**config.mk**
```make
export PLATFORM = sky130hd
export DESIGN_NAME = mem_ctrl
export DESIGN_NICKNAME = d
export VERILOG_FILES = /design/src/rtl/mem_ctrl_pkg.sv /design/src/rtl/mem_ctrl.sv
export SDC_FILE = /design/constraint.sdc
export NUM_CORES = 1
export LEC_CHECK = 0
export ABC_AREA = 1
export ABC_CLOCK_PERIOD_IN_PS = 2700
export CAP_MARGIN = 10
export CORE_ASPECT_RATIO = 0.8
export CORE_MARGIN = 2
export CORE_UTILIZATION = 34
export CTS_BUF_LIST = sky130_fd_sc_hd__clkbuf_4 sky130_fd_sc_hd__clkbuf_8
export CTS_CLUSTER_DIAMETER = 40
export DETAILED_ROUTE_END_ITERATION = 8
export SLEW_MARGIN = 10
export SYNTH_ARGS = -nofsm -noshare
export SYNTH_HDL_FRONTEND = slang
export SYNTH_SLANG_ARGS = --single-unit
```
**constraint.sdc**
```tcl
create_clock -name clk_in -period 2.7 [get_ports clk_in]
set_input_delay 0.27 -clock clk_in [delete_from_list [all_inputs] [get_ports clk_in]]
set_output_delay 0.27 -clock clk_in [all_outputs]
set_load 0.1 [all_outputs]
```
**src/rtl/mem_ctrl_pkg.sv**
```systemverilog
// Purpose: shared codes for the byte-wide memory controller (sizes, FSM states, owners).
// Latency: n/a (types and constants only).
// Backpressure: n/a.
package mem_ctrl_pkg;

  // Access size codes as presented on ls_size; 2'b11 is handled as a word.
  localparam logic [1:0] SZ_BYTE = 2'b00;
  localparam logic [1:0] SZ_HALF = 2'b01;
  localparam logic [1:0] SZ_WORD = 2'b10;

  localparam logic [31:0] ZeroWord = 32'h0000_0000;

  typedef enum logic [1:0] {
    MC_IDLE  = 2'b00,
    MC_READ  = 2'b01,
    MC_WRITE = 2'b10
  } mc_state_t;

  typedef enum logic {
    OWN_IF = 1'b0,
    OWN_LS = 1'b1
  } mc_owner_t;

endpackage

```
**src/rtl/mem_ctrl.sv**
```systemverilog
// Purpose: arbitrate IF and load/store onto one 8-bit RAM port, split accesses into byte beats.
// Latency: N-byte access done pulse N edges after accept (word fetch: 4 edges), plus stalled edges.
// Backpressure: requesters hold req until done; rdy_in low freezes all state; done cycle accepts nothing.
module mem_ctrl
  import mem_ctrl_pkg::*;
#(
  parameter int ADDR_W = 32
) (
  input  logic              clk_in,
  input  logic              rst_in,
  input  logic              rdy_in,
  input  logic              if_req,
  input  logic [ADDR_W-1:0] if_addr,
  input  logic              if_flush,
  output logic              if_done,
  output logic [31:0]       if_data,
  input  logic              ls_req,
  input  logic              ls_wr,
  input  logic [1:0]        ls_size,
  input  logic              ls_signed,
  input  logic [ADDR_W-1:0] ls_addr,
  input  logic [31:0]       ls_wdata,
  output logic              ls_done,
  output logic [31:0]       ls_rdata,
  output logic [ADDR_W-1:0] mem_a,
  output logic [7:0]        mem_dout,
  output logic              mem_wr,
  input  logic [7:0]        mem_din
);

  mc_state_t         state, state_nx;
  mc_owner_t         owner, owner_nx;
  logic [1:0]        size, size_nx;
  logic              sgn, sgn_nx;
  logic [ADDR_W-1:0] base, base_nx;
  logic [31:0]       wdata, wdata_nx;
  logic [31:0]       rbuf, rbuf_nx;
  logic [1:0]        cnt, cnt_nx;
  logic [ADDR_W-1:0] mem_a_nx;
  logic [7:0]        mem_dout_nx;
  logic              mem_wr_nx;
  logic              if_done_nx, ls_done_nx;
  logic [31:0]       if_data_nx, ls_rdata_nx;

  logic [1:0]        last_beat;
  logic [1:0]        cnt_inc;
  logic [31:0]       asm_w;
  logic [31:0]       ext_w;

  // Index of the final beat for the latched size, and the captured word including this edge's byte.
  always_comb begin
    last_beat = 2'd3;
    if (size == SZ_BYTE) last_beat = 2'd0;
    else if (size == SZ_HALF) last_beat = 2'd1;
    cnt_inc = cnt + 2'd1;
    asm_w = rbuf;
    asm_w[{cnt, 3'b000} +: 8] = mem_din;
    ext_w = asm_w;
    case (size)
      SZ_BYTE: ext_w = sgn ? {{24{asm_w[7]}}, asm_w[7:0]} : {24'h0, asm_w[7:0]};
      SZ_HALF: ext_w = sgn ? {{16{asm_w[15]}}, asm_w[15:0]} : {16'h0, asm_w[15:0]};
      default: ext_w = asm_w;
    endcase
  end

  // Next-state and next-output logic; every register holds unless a branch below moves it.
  always_comb begin
    state_nx    = state;
    owner_nx    = owner;
    size_nx     = size;
    sgn_nx      = sgn;
    base_nx     = base;
    wdata_nx    = wdata;
    rbuf_nx     = rbuf;
    cnt_nx      = cnt;
    mem_a_nx    = mem_a;
    mem_dout_nx = mem_dout;
    mem_wr_nx   = mem_wr;
    if_done_nx  = 1'b0;
    ls_done_nx  = 1'b0;
    if_data_nx  = if_data;
    ls_rdata_nx = ls_rdata;

    case (state)
      MC_IDLE: begin
        // The done cycle is dead so a requester can drop req before being re-accepted.
        if (!if_done && !ls_done) begin
          if (ls_req) begin
            state_nx    = ls_wr ? MC_WRITE : MC_READ;
            owner_nx    = OWN_LS;
            size_nx     = ls_size;
            sgn_nx      = ls_signed;
            base_nx     = ls_addr;
            wdata_nx    = ls_wdata;
            rbuf_nx     = ZeroWord;
            cnt_nx      = 2'd0;
            mem_a_nx    = ls_addr;
            mem_dout_nx = ls_wr ? ls_wdata[7:0] : 8'h00;
            mem_wr_nx   = ls_wr;
          end else if (if_req && !if_flush) begin
            state_nx    = MC_READ;
            owner_nx    = OWN_IF;
            size_nx     = SZ_WORD;
            sgn_nx      = 1'b0;
            base_nx     = if_addr;
            wdata_nx    = ZeroWord;
            rbuf_nx     = ZeroWord;
            cnt_nx      = 2'd0;
            mem_a_nx    = if_addr;
            mem_dout_nx = 8'h00;
            mem_wr_nx   = 1'b0;
          end
        end
      end
      MC_READ: begin
        if (owner == OWN_IF && if_flush) begin
          state_nx = MC_IDLE;
          cnt_nx   = 2'd0;
          rbuf_nx  = ZeroWord;
        end else if (cnt == last_beat) begin
          state_nx = MC_IDLE;
          cnt_nx   = 2'd0;
          rbuf_nx  = ZeroWord;
          if (owner == OWN_IF) begin
            if_done_nx = 1'b1;
            if_data_nx = asm_w;
          end else begin
            ls_done_nx  = 1'b1;
            ls_rdata_nx = ext_w;
          end
        end else begin
          rbuf_nx  = asm_w;
          cnt_nx   = cnt_inc;
          mem_a_nx = base + ADDR_W'(cnt_inc);
        end
      end
      MC_WRITE: begin
        if (cnt == last_beat) begin
          state_nx    = MC_IDLE;
          cnt_nx      = 2'd0;
          mem_wr_nx   = 1'b0;
          mem_dout_nx = 8'h00;
          ls_done_nx  = 1'b1;
        end else begin
          cnt_nx      = cnt_inc;
          mem_a_nx    = base + ADDR_W'(cnt_inc);
          mem_dout_nx = wdata[{cnt_inc, 3'b000} +: 8];
        end
      end
      default: state_nx = MC_IDLE;
    endcase
  end

  // State and output registers: reset wins, then rdy_in low freezes everything.
  always_ff @(posedge clk_in) begin
    if (!rst_in) begin
      state    <= MC_IDLE;
      owner    <= OWN_IF;
      size     <= SZ_BYTE;
      sgn      <= 1'b0;
      base     <= '0;
      wdata    <= ZeroWord;
      rbuf     <= ZeroWord;
      cnt      <= 2'd0;
      mem_a    <= '0;
      mem_dout <= 8'h00;
      mem_wr   <= 1'b0;
      if_done  <= 1'b0;
      ls_done  <= 1'b0;
      if_data  <= ZeroWord;
      ls_rdata <= ZeroWord;
    end else if (rdy_in) begin
      state    <= state_nx;
      owner    <= owner_nx;
      size     <= size_nx;
      sgn      <= sgn_nx;
      base     <= base_nx;
      wdata    <= wdata_nx;
      rbuf     <= rbuf_nx;
      cnt      <= cnt_nx;
      mem_a    <= mem_a_nx;
      mem_dout <= mem_dout_nx;
      mem_wr   <= mem_wr_nx;
      if_done  <= if_done_nx;
      ls_done  <= ls_done_nx;
      if_data  <= if_data_nx;
      ls_rdata <= ls_rdata_nx;
    end
  end

endmodule

```
Yosys cells after proc, flatten, opt, wreduce, memory -nomap -nowiden
Index checks and enable logic that the tools add are counted.

Output and inout port bits: 107. Register bits: 211. Logic and storage cells: 108.

Shift operators: 3. Bitwise operators: 2. Reductions and logical operators: 21. Muxes and demuxes: 56. Add/subtract/negate cells: 3. Equality and inequality tests: 8.

Operators with widths (count): $mux 32 (13); $pmux 32 s2 (2); $pmux 32 s3 (1); $mux 8 (5); $add 32x2->32 (1); $bwmux 32 (1); $shift 8x7->32 const A (1); $shiftx 32x6->8 (1); $shiftx 8x7->32 (1); $mux 2 (15); $reduce_and 5->1 (4); $pmux 8 s2 (1); $reduce_and 4->1 (4); $mux 1 (14); $pmux 2 s3 (2); $neg 5->7 (1); $ne 2x2->1 const B (3); $reduce_bool 2->1 (3); $eq 2x1->1 const B (2); $logic_not 2->1 (2); $pmux 1 s2 (2); $logic_and 1x1->1 (3); $logic_not 1->1 (3); $ne 3x3->1 const B (1); 6 further kinds (7).

Depth between registers and ports, before layout
Gate-level depths: netlist of the first run.

Depth in word-level cells: 7. Mapped depth: 15. Depth with buffers taken out: 12.

Worst setup path after synthesis of the first run
No wires, ideal clock.

Path type: register -> register. From: register cnt[0]. To: register mem_a[18]. Library setup time: 0.109 ns. Slack: 0.180 ns. Stages on the path, launching flop included: 16. Clock period less this slack: 2.520 ns. Buffers on the path: 3. Arrival: 2.412 ns. Path through: dfxtp_1 > buf_2 > inv_1 > buf_2 > buf_2 > ha_1 > fa_1 > nand2_1 > nor2_1 > nand3_1 > nor2_1 > nand2_1 > nand3_1 > nand3_1 > nand2_1 > inv_1.

Word-level cells in the longest chain between the ends: 5.

Ends and longest elaborated chain: start: declaration (RTL line mem_ctrl.sv:38) `logic [1:0] cnt, cnt_nx;`; start signal: assignment (RTL line mem_ctrl.sv:180) `cnt <= cnt_nx;`; $add 2x1->2 (RTL line mem_ctrl.sv:55) `cnt_inc = cnt + 2'd1;`; $add 32x2->32 (RTL line mem_ctrl.sv:134, mem_ctrl.sv:146); $mux 32 (*) (RTL line mem_ctrl.sv:120, mem_ctrl.sv:138); $mux 32 (RTL line mem_ctrl.sv:116) `if (owner == OWN_IF && if_flush) begin`; $pmux 32 s3 (*) (RTL line mem_ctrl.sv:84) `case (state)`; end signal: assignment (RTL line mem_ctrl.sv:181) `mem_a <= mem_a_nx;`; end: declaration (RTL line mem_ctrl.sv:25) `output logic [ADDR_W-1:0] mem_a,`.

Every way passes the cells marked *; elsewhere a longest branch is shown, timed or not. The select of a mux whose other input is x is not followed. A chain may end at the register's enable or synchronous reset.

Final worst setup path of the first run
From: register cnt[1]. To: register mem_a[16].

Same word-level chain as after synthesis.

==> results of run 1 <==
stage by stage:
stage	hold WS [ns]	std cells	setup slack, ns
final	0.239	2073	0.259
after global routing	0.223	2072	0.0262
after CTS	0.178	2072	0.0828
after detailed placement	0.449	2004	0.122
after global placement	0.448	2004	0.254
after floorplan	0.413	1465	0.180
flip-flops by register name, indices dropped and copies added, names as in the netlist:
name	flops
base	32
if_data	32
ls_rdata	32
mem_a	32
rbuf	32
wdata	32
mem_dout	8
cnt	2
size	2
state	2
if_done	1
ls_done	1
mem_wr	1
owner	1
sgn	1
critical path, stage by stage, from the launching register on:
cell     delay (ns)
dfxtp_1        0.41
inv_1          0.11
ha_2           0.42
fa_1           0.31
nand2_1        0.11
nor2_1         0.22
nand2_1        0.13
nor2_1         0.25
nand3_1        0.12
nand3_1        0.08
nand3_1        0.06
a21oi_1        0.13
kinds of logic after synthesis:
group                      synth area share
AOI/OAI and AO/OA                     0.201
buffers and inverters                0.0820
adders and majority gates            0.0157
DFF                                   0.420
xor gates and xnor gates            0.00435
and+or+nand+nor                       0.259
muxes                                0.0179
where the power goes:
part | switching, mW | internal, mW | total [mW]
sequential | 0.118 | 3.27 | 3.39
clock | 1.38 | 2.14 | 3.52
combinational | 1.32 | 0.525 | 1.84
cell usage in the layout (no fill, tap or decap), drive strengths merged:
cell             n
nand2          357
dfxtp          211
nor2           175
a21oi          174
buf            137
o21ai          121
inv            115
clkdlybuf4s50  111
nand3           96
clkbuf          58
a211oi          47
o22ai           18
mux2i           18
nand4           11
ha              11
clkinv           8
xnor2            4
o21a             4
o211ai           4
bufinv           4
nor3             3
or2              2
diode            1
nor4             1
xor2             1
a31o             1
o211a            1
fa               1
clkinvlp         1
path summary, 6_finish.rpt:
kind                             startpoint  depth (start not counted)  slack (ns)           to
worst max-delay path                 cnt[1]                         11        0.26    mem_a[16]
worst min-delay path                 rst_in                          3        0.24    mem_a[16]
worst max register to register       cnt[1]                         11        0.26    mem_a[16]
worst min register to register  if_data[22]                          2        0.45  if_data[22]
metal layers:
layer  global-route usage  wire length (um)
met4               0.0624               637
met1                0.328             17400
met2                0.317             13900
met3               0.0450              2560
met5                    0                 0
cell type report:
cell class / count / share of cell area
Clock inverter: 10 / 0.0115
Antenna cell: 1 / 0.000189
Clock buffer: 58 / 0.0561
Inverter: 118 / 0.0337
Tap cell: 377 / 0.0357
Sequential cell: 211 / 0.319
Multi-Input combinational cell: 1050 / 0.380
Timing Repair Buffer: 248 / 0.163
==> flow_metrics.tcl, run 1 <==
set metrics [dict create \
    ios 221 \
    syn_avg_cell_area_um2 6.87 \
    worst_slew_pin_slew_ns 1.15 \
    ant_nets 0 \
    ys_ff_latch 211 \
    dieHeight_um 158 \
    die-area_mm2 0.0310 \
    grt_pass1_wl_um 53700 \
    p_per_area_mw_per_mm2 662 \
    cp.arrival_ns 2.91 \
    fmax_mhz 410 \
    synth_area_mm2 0.0101 \
    synth_area_leaders "dfxtp_1 (42%), nand2_1 (13%), a21oi_1 (8.6%), nor2_1 (6.5%), o21ai_0 (5.9%)" \
    layout.nets 1795 \
    wl_um 34500 \
    postSynthCellCount 1465 \
    critical_path_required_ns 3.17 \
    io_buffers 220 \
    grt_pass1_vias 9775 \
    multi_input_area_mm2 0.00503 \
    tns_ns 0 \
    grt_max_degree 74 \
    tritoncts.num_buffers 40 \
    num_rows 56 \
    synth_ff_type "dfxtp_1" \
    final_util 0.453 \
    regArea_mm2 0.00422 \
    grt-ovfl-total 0 \
    yosys.area.top_type "dfxtp_1" \
    vias 10500 \
    drt-initial-drc-count 842 \
    async_flop_share 0 \
    relSlewSlack 0.231 \
    yosysUniqueCellTypes 33 \
    max_cap_violations 0 \
    outcome "complete, no violations" \
    finalPower_mw 8.75 \
    skew_ns 0.0135 \
    syn2layout_area_growth_pct 31.5 \
    cts_root_buf "clkbuf_8" \
    rsz0062_at_grt "false" \
    dp_hpwl_um 24500 \
    via_per_inst 5.07 \
    drt-pass1-iter-count 5 \
    synth_edf_count 0 \
    start_kind "flip-flop" \
    clock_path_buffers 3 \
    finalCritPeriodShare 0.904 \
    core_area_mm2 0.0292 \
    yosysTopAreaCellShare 0.420 \
    cts.clk_slew.worst_paths_ns 0.06 \
    synth_warnings 0 \
    hold_violations 0 \
    antenna_found_initial 1 \
    final_cell_area_mm2 0.0132 \
    initial_utilization 0.344 \
    peakVddDrop_uv 414 \
    worst_hold_path_type "primary input to flip-flop" \
    die_x_um 196 \
    synth_most_common_cell "nand2_1" \
    htree_levels 2 \
    drive_above_1_share 0.134 \
    synth_nets 1591 \
    drc 0 \
    synth_common_cells "nand2_1 (355), dfxtp_1 (211), a21oi_1 (173), nor2_1 (173), o21ai_0 (118)" \
    maxSlewViolCount 0 \
    wl_per_cell_um 16.7 \
    fin_crit_ns 2.44 \
    p_leak_nw 5.26 \
    fill_cells 3034 \
    yosysSeqAreaShare 0.420 \
    critPathCaptureType "flip-flop" \
    cp_max_fo 6 \
    placed_cell_area_mm2 0.0123 \
    cts-hold-fix-buffers 0 \
    postCtsSetupRepairBufs 0 \
    gp_congestion 0.895 \
    clock_sink_count 211 \
    path_class "flip-flop to flip-flop" \
    final-setup-viol-count 0 \
    clock_latency_ns 0.54 \
    grt_usage 0.220 \
    cts_tree "built" \
    cts_resized 0 \
]
Power figures use the tool's default switching activity.
==> run 2: changes to the inputs <==
- SETUP_SLACK_MARGIN: unset -> 0.15
==> run 2 against run 1 <==
Against the previous run:
- routed wire length hardly changed
- total power hardly changed
- sequential share of layout area is 0.057 points lower
- non-clock buffer count stayed put
- clock skew hardly changed
- first-iteration DRC count is 5.8% lower
- utilization is 0.081 points higher
- combinational power hardly changed
- setup slack better by 0.061 ns
- maximum frequency is 2.6% higher
- via count is 0.24% higher
- clock power hardly changed
- critical path type unchanged
- critical endpoint is now if_data[21]
- largest power group unchanged
==> flow_metrics.tcl, run 2 (synthesis gave the netlist of run 1 again) <==
set metrics [dict create \
    sw_frac_of_total 0.323 \
    cts_root_buf "clkbuf_8" \
    finalPower_mw 8.76 \
    syn2layout_area_growth_pct 31.8 \
    cts_tree "built" \
    critPathBufInv 2 \
    initial_utilization 0.344 \
    finalCritPeriodShare 0.881 \
    final_cell_mix "nand2_1 (353), dfxtp_1 (211), a21oi_1 (173)" \
    io_buffers 220 \
    p_leak_nw 5.26 \
    antenna_found_initial 1 \
    p_int_mw 5.93 \
    final-setup-viol-count 0 \
    postCtsSetupRepairBufs 0 \
    dieHeight_um 158 \
    num_rows 56 \
    cts.clk_slew.worst_paths_ns 0.06 \
    critical_path_required_ns 3.15 \
    dp_hpwl_um 24500 \
    drc 0 \
    gp_congestion 0.895 \
    peakVddDrop_uv 414 \
    drt-pass1-iter-count 5 \
    relSlewSlack 0.288 \
    clock_latency_ns 0.54 \
    cp_max_fo 10 \
    vias 10500 \
    placed_cell_area_mm2 0.0123 \
    die-area_mm2 0.0310 \
    cpLargestDelayFamily "compound AO/OA/AOI/OAI gates" \
    dp.cells 2004 \
    regArea_mm2 0.00422 \
    ios 221 \
    fin_crit_ns 2.38 \
    htree_levels 2 \
    via_per_inst 5.08 \
    rsz0062_at_grt "true" \
    fill_cells 3035 \
    multi_input_area_mm2 0.00505 \
    pwr-share-comb 0.210 \
    maxSlewViolCount 0 \
    final_cell_area_mm2 0.0133 \
    place_ws_ns 0.122 \
    hold_violations 0 \
    start_kind "flip-flop" \
    outcome "complete, no violations" \
    crit_top_cell "nor2_1" \
    grt_pass1_wl_um 53700 \
    tns_ns 0 \
    ant_nets 0 \
    critical_path.max_stage_delay_ns 0.46 \
    drive_above_1_share 0.137 \
    grt-ovfl-total 0 \
    core_area_mm2 0.0292 \
    max_cap_violations 0 \
    worstPathCellList "inv_1 > ha_2 > inv_2 > nor2_1 > nand4_1 > o21ai_0 > nor2_1 > a211oi_1" \
    path_class "flip-flop to flip-flop" \
    clock_path_buffers 3 \
    layout.nets 1795 \
    p_seq_frac 0.387 \
    wl_per_cell_um 16.7 \
    layout_commonest_cell "nand2_1" \
    critPathCaptureType "flip-flop" \
    die_x_um 196 \
    instances_no_fill 2073 \
    grt_pass1_vias 9775 \
    layout_setup_ws_ns 0.320 \
    worst_hold_slack_ns 0.233 \
    tritoncts.num_buffers 40 \
    grt_max_degree 74 \
    clkPwrFrac 0.403 \
    clock_sink_count 211 \
    final_util 0.454 \
    cp_slowest_cell "o21ai_0" \
    skew_ns 0.0132 \
    power_switching_mw 2.83 \
    wl_um 34600 \
    worst_slew_pin_slew_ns 1.07 \
    worst_hold_path_type "primary input to flip-flop" \
    cp.arrival_ns 2.83 \
    drt-initial-drc-count 793 \
    fmax_mhz 420 \
    p_per_area_mw_per_mm2 661 \
    grt_usage 0.220 \
]
## run 2: what timing repair did
action / in CTS / in global routing
setup endpoints to repair: 16 / 56
hold buffers: 0 / 0
resized for setup: 2 / 16
## run 2: final timing paths
| path | from | end | slack (ns) | depth (start not counted) |
|---|---|---|---|---|
| setup / recovery | cnt[1] | if_data[21] | 0.32 | 8 |
| hold / removal | rst_in | mem_a[16] | 0.23 | 3 |
| setup reg to reg | cnt[1] | if_data[21] | 0.32 | 8 |
| hold reg to reg | if_data[22] | if_data[22] | 0.45 | 2 |
## run 2: worst register-to-register path, cell delays in order (launching register included)
cell,delay (ns)
dfxtp_1,0.41
inv_1,0.11
ha_2,0.42
inv_2,0.13
nor2_1,0.14
nand4_1,0.33
o21ai_0,0.47
nor2_1,0.11
a211oi_1,0.18
## run 2: routing by layer
layer	part of all wire	global-route usage	routed length (um)	vias up
met1	0.50	0.328	17400	4864
li1	-	-	-	5268
met5	0	0	0	-
met2	0.40	0.317	14000	358
met4	0.019	0.0624	646	0
met3	0.075	0.0450	2610	46
## run 2: area by class of cell
type	count	area share
multi-input combinational	1050	0.381
clock inverter	10	0.0115
timing repair buffer	248	0.163
antenna	1	0.000189
clock buffer	58	0.0560
tap	377	0.0356
inverter	118	0.0338
sequential	211	0.319
## run 2: power groups by stage
stage / Combinational [mW] / Clock [mW] / Sequential, mW
floorplan: 0.707 / 0 / 3.98
global placement: 1.83 / 0 / 3.45
detailed placement: 1.84 / 0 / 3.45
CTS: 1.85 / 3.62 / 3.39
global route: 1.98 / 3.74 / 3.40
finish: 1.84 / 3.53 / 3.39
==> run 3: changes to the inputs <==
- CORE_UTILIZATION: 34 -> 24
==> run 3 against run 2 <==
Against the previous run:
- combinational power about the same
- total power grew 0.91%
- critical path depth did not move
- highest routed layer is now met5
==> flow_metrics.tcl, run 3 (synthesis gave the netlist of run 1 again) <==
set metrics [dict create \
    core_area_mm2 0.0416 \
    clock_sink_count 211 \
    die_x_um 233 \
    p_seq_frac 0.383 \
    pwr-share-comb 0.211 \
    cts.clk_slew.worst_paths_ns 0.06 \
    fin_crit_ns 2.36 \
    die-area_mm2 0.0436 \
    wl_per_cell_um 16.5 \
    wl_um 37300 \
    grt_max_degree 74 \
    skew_ns 0.0129 \
    grt_pass1_vias 10400 \
    worst_hold_slack_ns 0.276 \
    p_int_mw 5.83 \
    layout.nets 1801 \
    critPathCaptureType "flip-flop" \
    final_cell_mix "nand2_1 (353), dfxtp_1 (211), a21oi_1 (173)" \
    path_class "flip-flop to flip-flop" \
    cp.arrival_ns 2.82 \
    grt_usage 0.167 \
    final-setup-viol-count 0 \
    outcome "complete, no violations" \
    worstPathCellList "inv_1 > ha_2 > buf_4 > nor2_1 > nand3_1 > o21ai_0 > nor2_1 > a211oi_1" \
    grt-ovfl-total 0 \
    vias 10700 \
    hold_violations 0 \
    start_kind "flip-flop" \
    tritoncts.num_buffers 43 \
    fmax_mhz 424 \
    max_cap_violations 0 \
    peakVddDrop_uv 281 \
    power_switching_mw 3.01 \
    maxSlewViolCount 0 \
    antenna_found_initial 4 \
    clock_path_buffers 3 \
    critical_path_required_ns 3.16 \
    drt-initial-drc-count 769 \
    grt_pass1_wl_um 57600 \
    htree_levels 2 \
    cts_root_buf "clkbuf_8" \
    drt-pass1-iter-count 6 \
    ant_nets 0 \
    drive_above_1_share 0.148 \
    syn2layout_area_growth_pct 34.9 \
    dieHeight_um 187 \
    cp_max_fo 11 \
    dp_hpwl_um 26700 \
    clock_latency_ns 0.55 \
    worst_hold_path_type "primary input to flip-flop" \
    p_leak_nw 5.30 \
    critical_path.max_stage_delay_ns 0.54 \
    sw_frac_of_total 0.341 \
    worst_slew_pin_slew_ns 1.11 \
    cts_tree "built" \
    num_rows 67 \
    clkPwrFrac 0.406 \
    initial_utilization 0.242 \
    tns_ns 0 \
    finalCritPeriodShare 0.874 \
    cp_slowest_cell "o21ai_0" \
    gp_congestion 0.892 \
    finalPower_mw 8.84 \
    layout_commonest_cell "nand2_1" \
    p_per_area_mw_per_mm2 651 \
    crit_top_cell "nor2_1" \
    drc 0 \
    via_per_inst 4.74 \
    relSlewSlack 0.262 \
    ios 221 \
    rsz0062_at_grt "false" \
    io_buffers 220 \
]
## run 3: cell count changes in the layout (fill, tap and decap cells not counted), moves of 2 or more
cell        before  now
buf_4          133  136
bufinv_16        4    1
clkbuf_4         9    7
clkbuf_8        49   54
clkinv_2         5    7
clkinv_4         0    3
clkinvlp_4       1    6
inv_6            0    2
o21ai_0        111  109
o21ai_2          0    3
## run 3: final timing paths
check,from,end,slack (ns),cells past startpoint
hold / removal,rst_in,mem_a[28],0.28,3
setup / recovery,cnt[1],if_data[1],0.34,8
setup reg to reg,cnt[1],if_data[1],0.34,8
hold reg to reg,if_data[23],if_data[23],0.45,2
## run 3: area by class of cell
cell class	instances	area, um2
fill	4555	28000
multi-input combinational	1050	5080
sequential	211	4220
timing repair buffer	251	2180
clock buffer	61	796
tap	552	691
inverter	118	445
clock inverter	19	154
antenna	2	5.00
## run 3: through the flow
step           worst slack (ns)  area (um2)   util  instances
6_report                  0.340       13600  0.326       2264
5_1_grt                   0.129       13600  0.326       2264
4_1_cts                   0.142       13500  0.325       2261
3_5_place_dp              0.154       12600  0.302       2181
3_3_place_gp              0.190       12600  0.302       2181
2_1_floorplan             0.180       10100      -       1465
## run 3: power groups by stage
stage	Combinational [mW]	Clock (mW)	Sequential, mW
global placement	1.85	0	3.45
CTS	1.86	3.67	3.39
detailed placement	1.85	0	3.45
floorplan	0.707	0	3.98
finish	1.87	3.59	3.39
global route	2.01	3.81	3.41
## run 3: critical path, delay by kind of cell (launching register included)
family / cells / cell delay [ns]
AND/OR/NAND/NOR: 3 / 0.53
adder cells (fa/ha/maj): 1 / 0.32
buffers and inverters: 2 / 0.29
AO/OA/AOI/OAI: 2 / 0.73
flip-flops: 1 / 0.41
## run 3: what timing repair did
action                                  4_1_cts  5_1_grt
hold buffers                                  0        0
endpoints found under the setup margin        2       63
pin swaps                                     0        2
gates resized for setup                       1       22
buffers inserted                              0        1
## run 3: per-layer routing
layer	GRT usage	vias up	part of all wire
li1	-	5276	-
met1	0.239	5018	0.48
met2	0.250	373	0.42
met3	0.0410	54	0.076
met4	0.0446	4	0.017
met5	0	-	0.00056
